$ cat config.mk
export PLATFORM = sky130hd
export DESIGN_NAME = de0_hmsclock
export DESIGN_NICKNAME = d
export VERILOG_FILES = /design/src/rtl/de0_hmsclock.sv
export SDC_FILE = /design/constraint.sdc
export NUM_CORES = 1
export LEC_CHECK = 0
export CORE_ASPECT_RATIO = 1.75
export CORE_MARGIN = 3
export CORE_UTILIZATION = 49
export CTS_BUF_LIST = sky130_fd_sc_hd__clkbuf_16
export CTS_CLUSTER_DIAMETER = 50
export DETAILED_ROUTE_END_ITERATION = 8
export HOLD_SLACK_MARGIN = 0.08
export PLACE_DENSITY = 0.78
export SYNTH_ARGS = -nofsm -noshare
export SYNTH_HDL_FRONTEND = slang
export SYNTH_SLANG_ARGS = --single-unit
$ cat constraint.sdc
create_clock -name CLK -period 2.5 [get_ports CLK]
set_input_delay 0.5 -clock CLK [delete_from_list [all_inputs] [get_ports CLK]]
set_output_delay 0.5 -clock CLK [all_outputs]
set_load 0.005 [all_outputs]
$ cat src/rtl/de0_hmsclock.sv
`default_nettype none
// ============================================================================
// Module   : de0_hmsclock
// Purpose  : HH:MM:SS clock for the DE0 board. A parametrised prescaler makes
//            a 1 Hz tick. Time runs in 24-hour or 12-hour (AM/PM) mode.
//            MODE/INC buttons drive a RUN -> SET_HOUR -> SET_MIN -> RUN
//            setting FSM. While a field is being set, it blinks.
// Ports    : CLK        - system clock, rising edge
//            nRST       - asynchronous active-low reset
//            nBTN_MODE  - mode button, active-low, debounced, async to CLK
//            nBTN_INC   - increment button, active-low, debounced, async
//            DISP_SEL   - in RUN: 0 = MM:SS, 1 = HH:MM
//            TICK       - one-cycle pulse at prescaler wrap
//            PM         - PM indicator
//            nSEG0..3   - active-low gfedcba digits, nSEG3 leftmost
// Revision : 1.0 - initial release
// ============================================================================
module de0_hmsclock #(
  parameter int CLK_HZ = 50_000_000,
  parameter int HOUR24 = 1
) (
  input  logic       CLK,
  input  logic       nRST,
  input  logic       nBTN_MODE,
  input  logic       nBTN_INC,
  input  logic       DISP_SEL,
  output logic       TICK,
  output logic       PM,
  output logic [6:0] nSEG0,
  output logic [6:0] nSEG1,
  output logic [6:0] nSEG2,
  output logic [6:0] nSEG3
);

  localparam int               CNT_W     = $clog2(CLK_HZ);
  localparam logic [CNT_W-1:0] CNT_LAST  = CNT_W'(CLK_HZ - 1);
  localparam logic [CNT_W-1:0] CNT_HALF  = CNT_W'(CLK_HZ / 2);
  localparam logic [6:0]       SEG_BLANK = 7'b111_1111;
  localparam logic [6:0]       SEG_ZERO  = 7'b100_0000;
  localparam logic [1:0]       HR_T_RST  = (HOUR24 != 0) ? 2'd0 : 2'd1;
  localparam logic [3:0]       HR_U_RST  = (HOUR24 != 0) ? 4'd0 : 4'd2;

  typedef enum logic [1:0] {
    RUN      = 2'd0,
    SET_HOUR = 2'd1,
    SET_MIN  = 2'd2
  } state_t;

  function automatic logic [6:0] seg7(input logic [3:0] d);
    case (d)
      4'd0:    seg7 = 7'b100_0000;
      4'd1:    seg7 = 7'b111_1001;
      4'd2:    seg7 = 7'b010_0100;
      4'd3:    seg7 = 7'b011_0000;
      4'd4:    seg7 = 7'b001_1001;
      4'd5:    seg7 = 7'b001_0010;
      4'd6:    seg7 = 7'b000_0010;
      4'd7:    seg7 = 7'b111_1000;
      4'd8:    seg7 = 7'b000_0000;
      4'd9:    seg7 = 7'b001_0000;
      default: seg7 = SEG_BLANK;
    endcase
  endfunction

  // Registers
  logic [CNT_W-1:0] cnt_q, cnt_d;
  state_t           state_q, state_d;
  logic [2:0]       mode_sync_q, mode_sync_d;   // [0],[1] synchronizer, [2] edge history
  logic [2:0]       inc_sync_q, inc_sync_d;
  logic [3:0]       sec_u_q, sec_u_d;
  logic [2:0]       sec_t_q, sec_t_d;
  logic [3:0]       min_u_q, min_u_d;
  logic [2:0]       min_t_q, min_t_d;
  logic [3:0]       hr_u_q, hr_u_d;
  logic [1:0]       hr_t_q, hr_t_d;
  logic             pm_q, pm_d;                 // AM/PM flag, 12-hour mode only
  logic [6:0]       seg0_q, seg0_d, seg1_q, seg1_d, seg2_q, seg2_d, seg3_q, seg3_d;

  // Combinational helpers
  logic       tick_w, blink_w, mode_press_w, inc_press_w;
  logic       sec_wrap_w, min_wrap_w, pm_flip_w;
  logic [3:0] hr_inc_u_w, min_inc_u_w, sec_inc_u_w;
  logic [1:0] hr_inc_t_w;
  logic [2:0] min_inc_t_w, sec_inc_t_w;
  logic [6:0] ht_w, hu_w, mt_w, mu_w, st_w, su_w;

  assign tick_w       = (cnt_q == CNT_LAST);
  assign blink_w      = (cnt_q >= CNT_HALF);
  assign mode_press_w = mode_sync_q[2] & ~mode_sync_q[1];
  assign inc_press_w  = inc_sync_q[2] & ~inc_sync_q[1];

  assign TICK  = tick_w;
  assign PM    = (HOUR24 != 0) ? ((hr_t_q == 2'd2) || (hr_t_q == 2'd1 && hr_u_q >= 4'd2))
                               : pm_q;
  assign nSEG0 = seg0_q;
  assign nSEG1 = seg1_q;
  assign nSEG2 = seg2_q;
  assign nSEG3 = seg3_q;

  // BCD increments of each field, shared by ticking and by button setting
  always_comb begin
    sec_wrap_w  = (sec_t_q == 3'd5) && (sec_u_q == 4'd9);
    sec_inc_u_w = (sec_u_q == 4'd9) ? 4'd0 : sec_u_q + 4'd1;
    sec_inc_t_w = (sec_u_q != 4'd9) ? sec_t_q : (sec_wrap_w ? 3'd0 : sec_t_q + 3'd1);

    min_wrap_w  = (min_t_q == 3'd5) && (min_u_q == 4'd9);
    min_inc_u_w = (min_u_q == 4'd9) ? 4'd0 : min_u_q + 4'd1;
    min_inc_t_w = (min_u_q != 4'd9) ? min_t_q : (min_wrap_w ? 3'd0 : min_t_q + 3'd1);

    hr_inc_t_w = hr_t_q;
    hr_inc_u_w = hr_u_q + 4'd1;
    pm_flip_w  = 1'b0;
    if (HOUR24 != 0) begin
      if (hr_t_q == 2'd2 && hr_u_q == 4'd3) begin
        hr_inc_t_w = 2'd0;
        hr_inc_u_w = 4'd0;
      end else if (hr_u_q == 4'd9) begin
        hr_inc_t_w = hr_t_q + 2'd1;
        hr_inc_u_w = 4'd0;
      end
    end else begin
      if (hr_t_q == 2'd1 && hr_u_q == 4'd2) begin
        hr_inc_t_w = 2'd0;
        hr_inc_u_w = 4'd1;
      end else if (hr_t_q == 2'd1 && hr_u_q == 4'd1) begin
        pm_flip_w = 1'b1;                 // 11 -> 12 crosses noon/midnight
      end else if (hr_u_q == 4'd9) begin
        hr_inc_t_w = 2'd1;
        hr_inc_u_w = 4'd0;
      end
    end
  end

  // FSM and time next-state
  always_comb begin
    state_d     = state_q;
    cnt_d       = tick_w ? '0 : cnt_q + CNT_W'(1);
    mode_sync_d = {mode_sync_q[1:0], nBTN_MODE};
    inc_sync_d  = {inc_sync_q[1:0], nBTN_INC};
    sec_u_d     = sec_u_q;
    sec_t_d     = sec_t_q;
    min_u_d     = min_u_q;
    min_t_d     = min_t_q;
    hr_u_d      = hr_u_q;
    hr_t_d      = hr_t_q;
    pm_d        = pm_q;

    // MODE has priority over INC and over a coincident tick
    if (mode_press_w) begin
      case (state_q)
        RUN:      state_d = SET_HOUR;
        SET_HOUR: state_d = SET_MIN;
        default: begin
          state_d = RUN;
          sec_u_d = 4'd0;
          sec_t_d = 3'd0;
          cnt_d   = '0;                   // restart the second on exit
        end
      endcase
    end else if (inc_press_w && state_q == SET_HOUR) begin
      hr_u_d = hr_inc_u_w;
      hr_t_d = hr_inc_t_w;
      pm_d   = pm_q ^ pm_flip_w;
    end else if (inc_press_w && state_q == SET_MIN) begin
      min_u_d = min_inc_u_w;
      min_t_d = min_inc_t_w;
    end else if (state_q == RUN && tick_w) begin
      sec_u_d = sec_inc_u_w;
      sec_t_d = sec_inc_t_w;
      if (sec_wrap_w) begin
        min_u_d = min_inc_u_w;
        min_t_d = min_inc_t_w;
        if (min_wrap_w) begin
          hr_u_d = hr_inc_u_w;
          hr_t_d = hr_inc_t_w;
          pm_d   = pm_q ^ pm_flip_w;
        end
      end
    end
  end

  // Display next-state
  always_comb begin
    ht_w = ((HOUR24 == 0) && (hr_t_q == 2'd0)) ? SEG_BLANK : seg7({2'b00, hr_t_q});
    hu_w = seg7(hr_u_q);
    mt_w = seg7({1'b0, min_t_q});
    mu_w = seg7(min_u_q);
    st_w = seg7({1'b0, sec_t_q});
    su_w = seg7(sec_u_q);
    if (state_q == SET_HOUR && blink_w) begin
      ht_w = SEG_BLANK;
      hu_w = SEG_BLANK;
    end
    if (state_q == SET_MIN && blink_w) begin
      mt_w = SEG_BLANK;
      mu_w = SEG_BLANK;
    end
    if (state_q == RUN && !DISP_SEL) begin
      seg3_d = mt_w;
      seg2_d = mu_w;
      seg1_d = st_w;
      seg0_d = su_w;
    end else begin
      seg3_d = ht_w;
      seg2_d = hu_w;
      seg1_d = mt_w;
      seg0_d = mu_w;
    end
  end

  always_ff @(posedge CLK or negedge nRST) begin
    if (!nRST) begin
      cnt_q       <= '0;
      state_q     <= RUN;
      mode_sync_q <= 3'b111;
      inc_sync_q  <= 3'b111;
      sec_u_q     <= 4'd0;
      sec_t_q     <= 3'd0;
      min_u_q     <= 4'd0;
      min_t_q     <= 3'd0;
      hr_u_q      <= HR_U_RST;
      hr_t_q      <= HR_T_RST;
      pm_q        <= 1'b0;
      seg0_q      <= SEG_ZERO;
      seg1_q      <= SEG_ZERO;
      seg2_q      <= SEG_ZERO;
      seg3_q      <= SEG_ZERO;
    end else begin
      cnt_q       <= cnt_d;
      state_q     <= state_d;
      mode_sync_q <= mode_sync_d;
      inc_sync_q  <= inc_sync_d;
      sec_u_q     <= sec_u_d;
      sec_t_q     <= sec_t_d;
      min_u_q     <= min_u_d;
      min_t_q     <= min_t_d;
      hr_u_q      <= hr_u_d;
      hr_t_q      <= hr_t_d;
      pm_q        <= pm_d;
      seg0_q      <= seg0_d;
      seg1_q      <= seg1_d;
      seg2_q      <= seg2_d;
      seg3_q      <= seg3_d;
    end
  end

endmodule
`default_nettype wire

### Yosys cells after proc, flatten, opt, wreduce, memory -nomap -nowiden

Memories as Yosys holds them, arrays and structs flattened.
Cells that the tools add are included.

| word-level totals | value |
|---|---|
| bits in registers | 82 |
| memories kept | 5 |
| output and inout bits | 30 |
| logic and storage cells | 127 |
| bits of input ports | 5 |
| ROM bits | 448 |

| operators by class | value |
|---|---|
| equality and inequality tests | 19 |
| reductions and logical operators | 25 |
| bitwise operators | 6 |
| $lt $le $gt $ge | 2 |
| multiplexer cells | 49 |
| add/sub/neg operators | 7 |

Memory list:

| name | depth | bits a word | rd ports | clocked after Yosys merged registers in | write ports | line | RTL |
|---|---|---|---|---|---|---|---|
| (no name shown) | 16 | 7 | 1 | 0 | 0 | 50 | `case (d)` |
| (no name shown) | 16 | 7 | 1 | 0 | 0 | 50 |  |
| (no name shown) | 16 | 7 | 1 | 0 | 0 | 50 |  |
| (no name shown) | 8 | 7 | 1 | 0 | 0 | 50 |  |
| (no name shown) | 8 | 7 | 1 | 0 | 0 | 50 |  |

Operators with widths:

| kind | number |
|---|---|
| two-way mux 26 bit | 3 |
| two-way mux 4 bit | 17 |
| two-way mux 7 bit | 8 |
| two-way mux 3 bit | 12 |
| one-hot mux 7 bit (4 select lines) | 1 |
| adder 26 x 1 -> 26 bit (second input constant) | 1 |
| equality test 26 bit (second input constant) | 1 |
| >= comparator 26 x 25 -> 1 bit (second input constant) | 1 |
| two-way mux 2 bit | 7 |
| adder 4 x 1 -> 4 bit (second input constant) | 3 |
| equality test 4 bit (second input constant) | 3 |
| nonzero test 2 bit | 6 |
| logical AND 1 bit | 10 |
| inequality test 2 bit (second input constant) | 5 |
| AND reduction 5 bit | 2 |
| inequality test 4 bit (second input constant) | 2 |
| AND reduction 4 bit | 2 |
| adder 3 x 1 -> 3 bit (second input constant) | 2 |
| equality test 2 bit (second input constant) | 3 |
| equality test 3 bit (second input constant) | 2 |
| equality test 2 x 1 -> 1 bit (second input constant) | 2 |
| equality test 4 x 2 -> 1 bit (second input constant) | 1 |
| >= comparator 4 x 2 -> 1 bit (second input constant) | 1 |
| zero test 2 bit | 2 |
| other kinds (7) | 11 |

### Longest topological paths before layout

| depth | value |
|---|---|
| depth after elaboration | 8 |
| mapped depth | 8 |
| gate-level depth less buffers | 7 |

### Worst setup path before layout

No wires, ideal clock.

| timing path | value |
|---|---|
| path kind | register to register |
| from | register cnt_q[7] |
| to | register min_t_q[0] |
| stages on the path, launching flop included | 6 |
| arrival time | 2.029 ns |
| required time | 2.372 ns |
| setup time | 0.128 ns |
| clock period less this slack | 2.156 ns |
| path buffers | 0 |
| setup slack | 0.344 ns |
| path through | dfrtp_1 or4_4 nor4_4 nand4_4 a21oi_2 mux2_1 |

| on the way | value |
|---|---|
| word-level cells in the longest chain between the ends | 4 |

RTL lines:

| element | line | RTL |
|---|---|---|
| from (decl) | 66 | `logic [CNT_W-1:0] cnt_q, cnt_d;` |
| from (signal assigned) | 229 | `cnt_q <= cnt_d;` |
| equality test 26 bit | 87 | `assign tick_w = (cnt_q == CNT_LAST);` |
| logical AND 1 bit | 167 | `end else if (state_q == RUN && tick_w) begin` |
| nonzero test 2 bit (no line) | - |  |
| AND reduction 4 bit (no line) | - |  |
| to (signal assigned) | 236 | `min_t_q <= min_t_d;` |
| to (decl) | 73 | `logic [2:0] min_t_q, min_t_d;` |

Every way passes these cells.
A chain may end at the register's enable or synchronous reset.

### Worst setup path after layout

| timing path | value |
|---|---|
| from | register cnt_q[7] |
| to | register sec_t_q[1] |

| on the way | value |
|---|---|
| word-level cells in the longest chain between the ends | 4 |

RTL lines:

| element | line | RTL |
|---|---|---|
| equality test 26 bit | 87 |  |
| logical AND 1 bit | 167 |  |
| nonzero test 2 bit (no line) | - |  |
| AND reduction 5 bit (no line) | - |  |
| to (signal assigned) | 234 | `sec_t_q <= sec_t_d;` |
| to (decl) | 71 | `logic [2:0] sec_t_q, sec_t_d;` |

Every way passes these cells.

==> impl_metrics.tcl <==
set metrics [dict create \
    vias_per_cell 5.90 \
    io_buffers 34 \
    grt_overflow 0 \
    finalSetupViolCount 0 \
    dp_slack_ns 0.0723 \
    synth.yosys.warnings 0 \
    critical_path.top_delay_family "simple AND/OR/NAND/NOR gates" \
    grt_pass1_vias 3934 \
    fillers 715 \
    hpwlAfterDp_mm 8.49 \
    nets 586 \
    clk_latency_ns 0.34 \
    clock_path_buffers 2 \
    syn_nets 529 \
    fin_crit_sh_pct 96.0 \
    core_area_um2 9150 \
    path_clk_slew_ns 0.06 \
    synthTopCellsByArea "dfrtp_1, ha_1, dfstp_2, nor2_1, a22oi_1" \
    cts_made_buffers 9 \
    async_flop_share_pct 100 \
    regToRegSetupSlack_ns 0.1 \
    path_cells "or4_4, nor4_4, nand2_1, buf_4, buf_4, buf_4, buf_4, o21ai_4, mux2i_1" \
    grt_usage_pct 22.8 \
    drive_above_1_share_pct 14.1 \
    status "completed" \
    cts_sinks 82 \
    die_w_um 79.6 \
    ys_seq_area_share_pct 44.4 \
    slew_violations 0 \
    hold_viol 0 \
    synthCells 497 \
    critPathLaunchType "flop" \
    firstDrtPassIters 5 \
    regArea_um2 2060 \
    dp.cells 655 \
    diodes 0 \
    max_stage_delay_ns 0.57 \
    endpoint_kind "flop" \
    yosys-top-cells-count "dfrtp_1, nor2_1, nand2_1, a21oi_1, inv_1" \
    synth.avg_cell_area_um2 9.35 \
    drt_wl_total_mm 11.8 \
    relSlewSlack_pct 52.2 \
    ys_types 61 \
    fin_cells 679 \
    p_per_area_nw_per_um2 861 \
    syn-cell-area_um2 4650 \
    grt_max_degree 58 \
    crit_top_cell "buf_4" \
    wl_per_cell_um 17.4 \
    path_class "flop to flop" \
    cap_violations 0 \
    grt_antenna_before_repair 0 \
    first_iter_violations 260 \
    setup_slack_ns 0.0998 \
    worstPathArrival_ns 2.66 \
    design_power_total_mw 4.94 \
    cts-htree-levels 3 \
    crit_fanout 5 \
    io_pins 35 \
    drc 0 \
    holdWs_ns 0.218 \
    ant_nets 0 \
    stdcell_area_um2 5730 \
    rows 46 \
    worstMarginPinSlew_ns 0.717 \
    dieArea_um2 10700 \
    gp_congestion 0.970 \
    yosysMostFrequentCell "dfrtp_1" \
    cts_tree "yes" \
    dpl_cell_area_um2 5250 \
    max_freq_mhz 417 \
    grt_pass1_wl_mm 18.8 \
    p_leak_nw 2.45 \
    tns_ns 0 \
    multi_input_comb_area_um2 2410 \
    synthToLayoutAreaGrowth_pct 23.3 \
    crit_required_ns 2.76 \
    synth-seq-cells 82 \
    yosysTopAreaCellShare_pct 38.8 \
    synth-edff-count 0 \
    die_h_um 135 \
    min_path_type "input port to async pin" \
    synth_area_leader_cell "dfrtp_1" \
    vias 4009 \
    worst_clock_skew_ns 0.00695 \
    ir_drop_mv 0.464 \
    crit_buf_inv 4 \
    postLayoutCoreUtil_pct 62.6 \
    cts-root-buf "clkbuf_16" \
    start_util_pct 50.8 \
    cp_slowest_cell "or4_4" \
    fin_crit_ns 2.40 \
    synth_ff_type "dfrtp_1" \
]
## routing by layer
metal	part of all wire (%)	vias to the layer above	GRT usage, %
met3	4.1	45	4.07
li1	-	1873	-
met2	54	154	40.9
met1	36	1937	23.9
met5	0	-	0
met4	6.2	0	14.4
## sequential cells by signal, summed over array words and instances (netlist names), 4 cells and up
name / cells
nSEG1: 7
nSEG0: 7
cnt_q: 26
hr_u_q: 4
min_u_q: 4
sec_u_q: 4
nSEG3: 7
nSEG2: 7
## cell usage in the layout (no fill, tap or decap), types with 20 or more instances in the layout
| cell | n |
|---|---|
| inv_1 | 33 |
| nand3_1 | 20 |
| nor2_1 | 55 |
| a21oi_1 | 34 |
| buf_4 | 30 |
| a22oi_1 | 23 |
| nand2_1 | 42 |
| dfrtp_1 | 72 |
| clkdlybuf4s50_1 | 32 |
| ha_1 | 26 |
| o21ai_0 | 27 |
## layout make-up
cell class	count	area share [%]
repair buffers	66	10.7
multi-input cells	363	42.1
well taps	120	2.62
inverters	32	2.10
clock inverters	7	2.47
clock buffers	9	3.93
flip-flops and latches	82	36.0
## power by group
part           internal [mW]  switching, mW
clock network           1.08          0.535
registers               1.61          0.192
logic                  0.732          0.785
total                   3.42           1.51
## worst paths after layout
path                       cells after the start           from       endpoint
min reg2reg                                    0  inc_sync_q[0]  inc_sync_q[1]
max reg2reg                                    9       cnt_q[7]     sec_t_q[1]
max in group asynchronous                      2           nRST     sec_t_q[2]
min                                            1           nRST      cnt_q[23]
max                                            9       cnt_q[7]     sec_t_q[1]
min in group CLK                               0  inc_sync_q[0]  inc_sync_q[1]
## cells by family after synthesis
group | count (synthesis) | synth area share (%)
DFF | 82 | 44.4
and+or+nand+nor | 179 | 20.3
muxes | 12 | 2.64
xor gates and xnor gates | 25 | 4.71
AOI/OAI and AO/OA | 120 | 16.3
buffers and inverters | 52 | 4.36
adders and majority gates | 27 | 7.27
## worst register-to-register path: stages, from the launching register on
cell and delay (ns):
dfrtp_1 0.38, or4_4 0.57, nor4_4 0.31, nand2_1 0.12, buf_4 0.16, buf_4 0.12, buf_4 0.12, buf_4 0.14
o21ai_4 0.20, mux2i_1 0.22
## what timing repair did
item | 4_1_cts | 5_1_grt
setup endpoints to repair | 1 | 34
gates cloned | 0 | 1
gates resized for setup | 5 | 9
hold buffers | 0 | 0
pin swaps | 2 | 4
setup buffers | 5 | 3
Note: power is estimated with default switching activity, not from simulation.
